File: src/rtl/interp_pkg.sv
// Shared definitions for the multichannel linear interpolator.
//   state_t  : controller states (IDLE, LOAD, ISSUE, DRAIN, OUT)
//   out_w    : signed result width for a DATA_W x CNT_W product sum
//   latency  : clocks from the tick cycle to dout_valid
//   ch_lsb   : LSB position of channel k in a packed multichannel bus
package interp_pkg;

  typedef enum logic [2:0] {
    IDLE  = 3'd0,
    LOAD  = 3'd1,
    ISSUE = 3'd2,
    DRAIN = 3'd3,
    OUT   = 3'd4
  } state_t;

  localparam int unsigned TEST_A_W = 11;

  function automatic int unsigned out_w(input int unsigned data_w, input int unsigned cnt_w);
    return data_w + cnt_w + 1;
  endfunction

  function automatic int unsigned latency(input int unsigned num_ch, input int unsigned mult_lat);
    return 2 * num_ch + mult_lat + 3;
  endfunction

  function automatic int unsigned ch_lsb(input int unsigned k, input int unsigned w);
    return k * w;
  endfunction

endpackage

File: src/rtl/interp_mac.sv
// Shared pipelined multiplier: signed DATA_W operand times unsigned CNT_W
// coefficient, MULT_LAT register stages, no clock enable. A valid flag and a
// channel tag travel alongside the product so the caller knows where to
// accumulate it.
//   clk, reset : clock, asynchronous active-high reset
//   op         : signed sample operand
//   coef       : unsigned interpolation coefficient
//   in_valid   : operand pair is a real product
//   in_tag     : channel index for this product
//   prod       : signed product, out_w(DATA_W, CNT_W) bits
//   out_valid  : prod is a real product
//   out_tag    : channel index delayed with prod
module interp_mac
  import interp_pkg::*;
#(
  parameter int unsigned DATA_W   = 24,
  parameter int unsigned CNT_W    = 11,
  parameter int unsigned MULT_LAT = 2,
  parameter int unsigned TAG_W    = 1
) (
  input  logic                               clk,
  input  logic                               reset,
  input  logic [DATA_W-1:0]                  op,
  input  logic [CNT_W-1:0]                   coef,
  input  logic                               in_valid,
  input  logic [TAG_W-1:0]                   in_tag,
  output logic [out_w(DATA_W, CNT_W)-1:0]    prod,
  output logic                               out_valid,
  output logic [TAG_W-1:0]                   out_tag
);

  localparam int unsigned PROD_W = out_w(DATA_W, CNT_W);

  logic signed [PROD_W-1:0] op_x;
  logic signed [PROD_W-1:0] coef_x;
  logic        [PROD_W-1:0] pipe [MULT_LAT];
  logic                     vld  [MULT_LAT];
  logic        [TAG_W-1:0]  tag  [MULT_LAT];

  // Operand sign-extended, coefficient zero-extended, so a plain signed
  // multiply at full result width gives the exact product.
  always_comb begin
    op_x   = PROD_W'($signed(op));
    coef_x = PROD_W'(coef);
  end

  always_ff @(posedge clk or posedge reset) begin
    if (reset) begin
      for (int unsigned i = 0; i < MULT_LAT; i++) begin
        pipe[i] <= '0;
        vld[i]  <= 1'b0;
        tag[i]  <= '0;
      end
    end else begin
      pipe[0] <= op_x * coef_x;
      vld[0]  <= in_valid;
      tag[0]  <= in_tag;
      for (int unsigned i = 1; i < MULT_LAT; i++) begin
        pipe[i] <= pipe[i-1];
        vld[i]  <= vld[i-1];
        tag[i]  <= tag[i-1];
      end
    end
  end

  always_comb begin
    prod      = pipe[MULT_LAT-1];
    out_valid = vld[MULT_LAT-1];
    out_tag   = tag[MULT_LAT-1];
  end

endmodule

File: src/rtl/multichannel_linear_interpolator.sv
// Multichannel linear interpolator. Resamples NUM_CH signed channels arriving
// on din_en onto a fixed output tick every OUT_PERIOD clocks, producing the
// unnormalised sum y = d0*a + d1*(N-a) together with N.
//   clk, reset  : clock, asynchronous active-high reset
//   run         : synchronous enable; low idles and clears
//   din_en, din : input frame strobe and packed signed samples
//   dout_valid  : one-clock pulse; dout/dout_period valid
//   dout        : packed signed interpolated sums
//   dout_period : N used for this output
//   stall       : input phase counter saturated
//   primed      : two frames captured since run rose
//   test_data   : {state, din_en, tick, a[10:0]}
module multichannel_linear_interpolator
  import interp_pkg::*;
#(
  parameter int unsigned NUM_CH     = 2,
  parameter int unsigned DATA_W     = 24,
  parameter int unsigned CNT_W      = 11,
  parameter int unsigned OUT_PERIOD = 512,
  parameter int unsigned MULT_LAT   = 2
) (
  input  logic                                    clk,
  input  logic                                    reset,
  input  logic                                    run,
  input  logic                                    din_en,
  input  logic [NUM_CH*DATA_W-1:0]                din,
  output logic                                    dout_valid,
  output logic [NUM_CH*out_w(DATA_W, CNT_W)-1:0]  dout,
  output logic [CNT_W-1:0]                        dout_period,
  output logic                                    stall,
  output logic                                    primed,
  output logic [15:0]                             test_data
);

  localparam int unsigned OUT_W   = out_w(DATA_W, CNT_W);
  localparam int unsigned LATENCY = latency(NUM_CH, MULT_LAT);
  localparam int unsigned SEQ_MAX = (2 * NUM_CH > MULT_LAT) ? 2 * NUM_CH : MULT_LAT;
  localparam int unsigned SEQ_W   = $clog2(SEQ_MAX + 1);
  localparam int unsigned CH_W    = (NUM_CH > 1) ? $clog2(NUM_CH) : 1;
  localparam int unsigned TICK_W  = (OUT_PERIOD > 1) ? $clog2(OUT_PERIOD) : 1;

  localparam logic [CNT_W-1:0]  CNT_MAX    = '1;
  localparam logic [TICK_W-1:0] TICK_LAST  = TICK_W'(OUT_PERIOD - 1);
  localparam logic [SEQ_W-1:0]  ISSUE_LAST = SEQ_W'(2 * NUM_CH - 1);
  localparam logic [SEQ_W-1:0]  DRAIN_LAST = SEQ_W'(MULT_LAT - 1);

  if (OUT_PERIOD <= LATENCY) begin : g_bad_period
    $error("OUT_PERIOD must exceed the interpolator latency");
  end
  if (NUM_CH < 1 || NUM_CH > 8) begin : g_bad_ch
    $error("NUM_CH must be in 1..8");
  end
  if (MULT_LAT < 1) begin : g_bad_lat
    $error("MULT_LAT must be at least 1");
  end

  state_t state, state_next;

  logic [TICK_W-1:0] tick_cnt;
  logic              tick;

  logic signed [DATA_W-1:0] d0 [NUM_CH];
  logic signed [DATA_W-1:0] d1 [NUM_CH];
  logic [CNT_W-1:0]         in_cnt;
  logic [CNT_W-1:0]         n_period;
  logic                     seen_one;
  logic                     primed_q;

  logic signed [DATA_W-1:0] d0s [NUM_CH];
  logic signed [DATA_W-1:0] d1s [NUM_CH];
  logic [CNT_W-1:0]         n_s;
  logic [CNT_W-1:0]         a_s;
  logic [CNT_W-1:0]         b_s;
  logic [CNT_W-1:0]         a_now;

  logic [SEQ_W-1:0]         seq_cnt;
  logic [CH_W-1:0]          ch_sel;
  logic [DATA_W-1:0]        mac_op;
  logic [CNT_W-1:0]         mac_coef;
  logic                     mac_in_valid;
  logic [OUT_W-1:0]         mac_prod;
  logic                     mac_out_valid;
  logic [CH_W-1:0]          mac_out_ch;

  logic signed [OUT_W-1:0]  acc [NUM_CH];
  logic [TEST_A_W-1:0]      a_field;

  // Output tick generator
  always_ff @(posedge clk or posedge reset) begin
    if (reset) begin
      tick_cnt <= '0;
      tick     <= 1'b0;
    end else if (!run) begin
      tick_cnt <= '0;
      tick     <= 1'b0;
    end else begin
      tick <= (tick_cnt == TICK_LAST);
      if (tick_cnt == TICK_LAST) tick_cnt <= '0;
      else                       tick_cnt <= tick_cnt + 1'b1;
    end
  end

  // Input history and phase counter
  always_ff @(posedge clk or posedge reset) begin
    if (reset) begin
      for (int unsigned k = 0; k < NUM_CH; k++) begin
        d0[k] <= '0;
        d1[k] <= '0;
      end
      in_cnt   <= '0;
      n_period <= '0;
      seen_one <= 1'b0;
      primed_q <= 1'b0;
    end else if (!run) begin
      for (int unsigned k = 0; k < NUM_CH; k++) begin
        d0[k] <= '0;
        d1[k] <= '0;
      end
      in_cnt   <= '0;
      n_period <= '0;
      seen_one <= 1'b0;
      primed_q <= 1'b0;
    end else if (din_en) begin
      for (int unsigned k = 0; k < NUM_CH; k++) begin
        d1[k] <= d0[k];
        d0[k] <= din[ch_lsb(k, DATA_W) +: DATA_W];
      end
      n_period <= (in_cnt == CNT_MAX) ? CNT_MAX : in_cnt + 1'b1;
      in_cnt   <= '0;
      seen_one <= 1'b1;
      primed_q <= primed_q | seen_one;
    end else if (in_cnt != CNT_MAX) begin
      in_cnt <= in_cnt + 1'b1;
    end
  end

  always_comb begin
    stall  = (in_cnt == CNT_MAX);
    primed = primed_q;
    a_now  = (in_cnt < n_period) ? in_cnt : n_period;
  end

  // Controller
  always_ff @(posedge clk or posedge reset) begin
    if (reset) state <= IDLE;
    else       state <= state_next;
  end

  always_comb begin
    state_next = state;
    if (!run) begin
      state_next = IDLE;
    end else begin
      case (state)
        IDLE:    if (tick) state_next = LOAD;
        LOAD:    state_next = ISSUE;
        ISSUE:   if (seq_cnt == ISSUE_LAST) state_next = DRAIN;
        DRAIN:   if (seq_cnt == DRAIN_LAST) state_next = OUT;
        OUT:     state_next = IDLE;
        default: state_next = IDLE;
      endcase
    end
  end

  // Slot counter: restarts on every state change, runs only in ISSUE/DRAIN
  always_ff @(posedge clk or posedge reset) begin
    if (reset) begin
      seq_cnt <= '0;
    end else if (state_next != state || !(state == ISSUE || state == DRAIN)) begin
      seq_cnt <= '0;
    end else begin
      seq_cnt <= seq_cnt + 1'b1;
    end
  end

  // Snapshot taken at the end of LOAD; later strobes only touch d0/d1
  always_ff @(posedge clk or posedge reset) begin
    if (reset) begin
      for (int unsigned k = 0; k < NUM_CH; k++) begin
        d0s[k] <= '0;
        d1s[k] <= '0;
      end
      n_s <= '0;
      a_s <= '0;
      b_s <= '0;
    end else if (!run) begin
      for (int unsigned k = 0; k < NUM_CH; k++) begin
        d0s[k] <= '0;
        d1s[k] <= '0;
      end
      n_s <= '0;
      a_s <= '0;
      b_s <= '0;
    end else if (state == LOAD) begin
      for (int unsigned k = 0; k < NUM_CH; k++) begin
        d0s[k] <= d0[k];
        d1s[k] <= d1[k];
      end
      n_s <= n_period;
      a_s <= a_now;
      b_s <= n_period - a_now;
    end
  end

  // Even slot 2k: d0[k]*a, odd slot 2k+1: d1[k]*b
  always_comb begin
    ch_sel       = CH_W'(seq_cnt >> 1);
    mac_op       = seq_cnt[0] ? d1s[ch_sel] : d0s[ch_sel];
    mac_coef     = seq_cnt[0] ? b_s : a_s;
    mac_in_valid = run && (state == ISSUE);
  end

  interp_mac #(
    .DATA_W   (DATA_W),
    .CNT_W    (CNT_W),
    .MULT_LAT (MULT_LAT),
    .TAG_W    (CH_W)
  ) u_mac (
    .clk       (clk),
    .reset     (reset),
    .op        (mac_op),
    .coef      (mac_coef),
    .in_valid  (mac_in_valid),
    .in_tag    (ch_sel),
    .prod      (mac_prod),
    .out_valid (mac_out_valid),
    .out_tag   (mac_out_ch)
  );

  // The accumulate is its own register stage after the multiplier, which is
  // where the +3 in the latency comes from (LOAD, accumulate, output reg).
  always_ff @(posedge clk or posedge reset) begin
    if (reset) begin
      for (int unsigned k = 0; k < NUM_CH; k++) acc[k] <= '0;
    end else if (!run || state == LOAD) begin
      for (int unsigned k = 0; k < NUM_CH; k++) acc[k] <= '0;
    end else if (mac_out_valid) begin
      acc[mac_out_ch] <= acc[mac_out_ch] + $signed(mac_prod);
    end
  end

  always_ff @(posedge clk or posedge reset) begin
    if (reset) begin
      dout_valid  <= 1'b0;
      dout        <= '0;
      dout_period <= '0;
    end else begin
      dout_valid <= run && (state == OUT);
      if (run && state == OUT) begin
        for (int unsigned k = 0; k < NUM_CH; k++) begin
          dout[ch_lsb(k, OUT_W) +: OUT_W] <= acc[k];
        end
        dout_period <= n_s;
      end
    end
  end

  if (CNT_W >= TEST_A_W) begin : g_a_trunc
    assign a_field = a_s[TEST_A_W-1:0];
  end else begin : g_a_pad
    assign a_field = {{(TEST_A_W - CNT_W){1'b0}}, a_s};
  end

  assign test_data = {state, din_en, tick, a_field};

endmodule

File: config.mk
export PLATFORM = sky130hd
export DESIGN_NAME = multichannel_linear_interpolator
export DESIGN_NICKNAME = d
export VERILOG_FILES = /design/src/rtl/interp_pkg.sv /design/src/rtl/interp_mac.sv /design/src/rtl/multichannel_linear_interpolator.sv
export SDC_FILE = /design/constraint.sdc
export NUM_CORES = 2
export LEC_CHECK = 0
export BUFFER_PORTS_ARGS = -buffer_cell sky130_fd_sc_hd__buf_2
export CAP_MARGIN = 20
export CORE_MARGIN = 3
export CORE_UTILIZATION = 30
export CTS_CLUSTER_DIAMETER = 30
export DETAILED_ROUTE_END_ITERATION = 8
export GPL_TIMING_DRIVEN = 0
export PLACE_DENSITY = 0.54
export SYNTH_ARGS = -nofsm -noshare
export SYNTH_HDL_FRONTEND = slang
export SYNTH_HIERARCHICAL = 1
export SYNTH_SLANG_ARGS = --single-unit
File: constraint.sdc
create_clock -name clk -period 28.8 [get_ports clk]
set_input_delay 8.64 -clock clk [delete_from_list [all_inputs] [get_ports clk]]
set_output_delay 8.64 -clock clk [all_outputs]
set_load 0.005 [all_outputs]
-- Yosys cells after proc, flatten, opt, wreduce, memory -nomap -nowiden
Index checks and enable logic that the tools add are counted.
- word-level logic and storage cells: 116
- output and inout bits: 102
- input bits: 52
- register bits: 497
- multipliers: 1
- magnitude comparators: 4
- multiplexer cells: 50
- bitwise operators: 3
- reduce and logical (&&, ||, !) cells: 10
- add/sub/neg operators: 5
- equal/unequal tests: 13
- operator list (kind ; number):
    48-bit two-way mux ; 8
    24-bit two-way mux ; 7
    11-bit two-way mux ; 14
    36-bit two-way mux ; 4
    72-bit two-way mux ; 2
    72-bit bitwise mux ; 1
    36-bit adder ; 1
    36-bit demux with 1-bit select ; 1
    24-bit by 12-bit multiplier with 36-bit output ; 1
    9-bit two-way mux ; 2
    3-bit two-way mux ; 5
    3-bit one-hot mux with 4 select lines ; 1
    11-bit by 1-bit adder with 11-bit output (second input constant) ; 1
    11-bit == test (second input constant) ; 1
    11-bit less-than comparator ; 1
    11-bit inequality test (second input constant) ; 1
    11-bit subtractor ; 1
    9-bit by 1-bit adder with 9-bit output (second input constant) ; 1
    3-bit by 2-bit == test with 1-bit output (second input constant) ; 3
    9-bit == test (second input constant) ; 1
    3-bit by 1-bit == test with 1-bit output (second input constant) ; 2
    1-bit two-way mux ; 5
    2-bit greater-or-equal comparator (second input constant) ; 2
    2-bit by 1-bit inequality test with 1-bit output (second input constant) ; 2
    12 further kinds ; 18

-- Logic depth before layout (Yosys ltp)
- depth after elaboration: 8
- depth in mapped cells: 23
- depth with buffers taken out: 20

-- Hierarchy
Netlist, hierarchy kept.
- modules (own cells, without submodules) (module ; instances ; cells an instance ; seq. area each (µm²) ; area each (µm²)):
    multichannel_linear_interpolator ; 1 ; 1688 ; 10535.1 ; 20229.4
    interp_mac ; 1 ; 1250 ; 1901.8 ; 11705.0

-- Worst setup path after synthesis
Ideal clock, no wire load.
- path kind: input-to-output
- start: in din_en
- end: out test_data[12]
- buffers on the path: 1
- arrival time: 8751 ps
- setup slack: 11409 ps
- cell stages on the path: 1
- required time: 20160 ps
- path through: buf_4
- RTL lines (element ; RTL line ; RTL):
    start, declared ; multichannel_linear_interpolator.sv:25 ; input logic din_en,
    end, declared ; multichannel_linear_interpolator.sv:32 ; output logic [15:0] test_data
No word-level cell between the ends.

-- Worst setup path after layout
- start: in din_en
- end: out test_data[12]
No word-level cell between the ends.

==> out/qor.yml <==
hp-class: "reg -> reg"
nets: 3631
worst-path-max-fanout: 2
required_ns: 20.16
synth-warning-count: 6
utilization: 0.365
crit_chain: "buf_4 > buf_2"
post-place-ws_ns: 11.30
async_flop_share: 1.00
crit_path_start_kind: "primary input"
cts_made_buffers: 107
clockRootBuffer: "clkbuf_16"
dp_hpwl_um: 65800
end_kind: "output pin"
start_util: 0.303
syn_to_final_growth_pct: 20.5
fin_setup_tns_ns: 0
ys_types: 80
ys_seq_area_frac: 0.389
whs_ns: 0.340
rsz0062_at_grt: "no"
path_clk_slew_ns: 0.05
setup_ws_ns: 11.30
finalHoldViolCount: 0
grt_max_degree: 105
min_period_over_period: 0.608
die_area_um2: 110000
crit_family: "buffers and inverters"
cts_max_level: 3
grt_overflow_total: 0
grt_pass1_wl_um: 136000
wl_per_cell_um: 18.2
ir_drop_uv: 53.0
row_count: 119
ant_nets: 0
diodes: 0
synth_edf_count: 0
p_per_area_nw_per_um2: 53.7
cap_violations: 0
crit_type: "in -> out"
drv_slew: 0
cts_tree: "built"
cts_setup_buffers: 0
drt-initial-drc-count: 1223
port_buffers: 151
drt-vias-per-instance: 4.74
antenna_found_initial: 1
max_freq_mhz: 57.1
skew_ns: 0.0451
pin_count: 154
synth_area_um2: 31900
dr.pass1.iters: 6
syn_nets: 3364
cts-resized-gates: 0
dr_total_vias: 22200
die_width_um: 332
post_synth.cell_area_avg_um2: 10.9
status: "complete, no violations"
core-area_um2: 105000
cpPeakStageDelay_ns: 0.11
place.gp.congestion: 0.904
postCtsHoldBufs: 0
drt_wl_total_um: 85400
syn_inst: 2938
p_leak_uw: 0.0192
layout_min_cycle_time_ns: 17.50
clkLatencyLatePin_ns: 0.68
relSlewSlack: 0.232
worst-path-buf-inv: 2
grt_pass1_vias: 23200
finalSetupViolCount: 0
drive_gt1_frac: 0.181
cp_slowest_cell: "buf_2"
grtUsageTotal: 0.156
synth-seq-cells: 497
drc: 0
clkSinkCount: 497
timing_worst_slew_pin_value_ns: 1.14
arrival_ns: 8.86
clockBufferDepth: 3
ys.flop_type: "dfrtp_1"
die_h_um: 332
sequential cells by signal, indices dropped and copies added (netlist names), 36 cells and up:
| name | flops |
|---|---|
| acc | 72 |
| dout | 72 |
| d0 | 48 |
| d0s | 48 |
| d1 | 48 |
| d1s | 48 |
| u_mac/pipe | 36 |
| u_mac/prod | 36 |
cells in the mapped netlist, types with 7 or more instances:
library cell  number  area, um2
dfrtp_1          497      12400
inv_1            349       1310
nand2_1          302       1130
fa_1             235       4700
a22o_1           139       1220
ha_1             139       1740
mux2_2           129       1450
mux2i_1          116       1160
clkbuf_1         114        428
nor2b_1          112        701
and2_1            98        613
nor2_1            78        293
o21ai_0           71        355
a21oi_1           65        325
xnor2_1           45        394
buf_4             39        293
xor2_1            31        272
nand3_1           28        140
buf_2             25        125
a21o_1            24        180
mux4_2            24        541
o21a_1            20        150
and3_1            18        113
nand2b_1          18        113
nand4_1           16        100
nor3_1            16       80.1
o21ai_1           15       75.1
o31ai_1           15        113
o211ai_1          13       97.6
o211a_1           12        120
a31oi_1           11       68.8
a211oi_1           9       67.6
buf_1              9       33.8
a211o_1            7       61.3
a21boi_0           7       52.6
placed cells by master, fill, tap and decap left out, types with 20 or more instances in the layout:
cell / netlist / routed
a21o_1: 24 / 24
a21oi_1: 65 / 65
a22o_1: 139 / 139
and2_1: 98 / 98
buf_2: 25 / 176
buf_4: 39 / 41
clkbuf_1: 114 / 122
clkbuf_16: 0 / 107
dfrtp_1: 497 / 497
fa_1: 235 / 235
ha_1: 139 / 139
inv_1: 349 / 347
mux2_2: 129 / 129
mux2i_1: 116 / 116
mux4_2: 24 / 24
nand2_1: 302 / 302
nand3_1: 28 / 28
nor2_1: 78 / 78
nor2b_1: 112 / 112
o21a_1: 20 / 20
o21ai_0: 71 / 71
xnor2_1: 45 / 45
xor2_1: 31 / 31
report_power, final:
part	total [uW]	switching [uW]	internal [uW]
registers	716	7.87	708
clock network	1280	420	865
logic	67.1	43.8	23.3
kinds of logic (layout without fill, tap and decap cells):
group                      count (synthesis)  in the layout  synth area share
DFF                                      497            497             0.389
AOI/OAI and AO/OA                        472            472             0.111
buffers and inverters                    537            894            0.0687
adders and majority gates                374            374             0.202
muxes                                    269            269            0.0988
and+or+nand+nor                          713            713             0.109
xor gates and xnor gates                  76             76            0.0208
metal layers:
layer	vias to the layer above	wire length [um]	part of all wire	global-route usage
met1	11100	38900	0.46	0.210
met2	536	39600	0.46	0.252
met4	2	2670	0.031	0.0532
li1	10400	-	-	-
met5	-	13	0.00015	0
met3	151	4170	0.049	0.0278
final cells by class:
class | count | area (um2)
clock buffers | 128 | 2890
plain buffers | 188 | 885
clock inverters | 71 | 997
repair buffers | 158 | 908
well taps | 1391 | 1740
flip-flops and latches | 497 | 12400
inverters | 349 | 1320
fillers | 10600 | 66900
multi-input cells | 1904 | 17300
final timing paths:
check	from	end	slack, ns	cells after the start
max in group asynchronous	reset	d1[33]	19.03	5
min in group asynchronous	reset	dout_valid	8.03	2
worst min-delay path	u_mac/pipe[54]	u_mac/prod[18]	0.34	0
worst max-delay path	din_en	test_data[12]	11.30	2
worst max register to register	seq_cnt[0]	u_mac/pipe[71]	20.98	21
worst min register to register	u_mac/pipe[54]	u_mac/prod[18]	0.34	0
metrics by stage:
stage	power [uW]	cell area, um2	std cells
after detailed placement	795	34600	4487
after CTS	2090	38500	4686
after global routing	2140	38500	4686
final	2070	38500	4686
after floorplan	768	31900	2938
after global placement	793	34400	4480
Power figures use the tool's default switching activity.
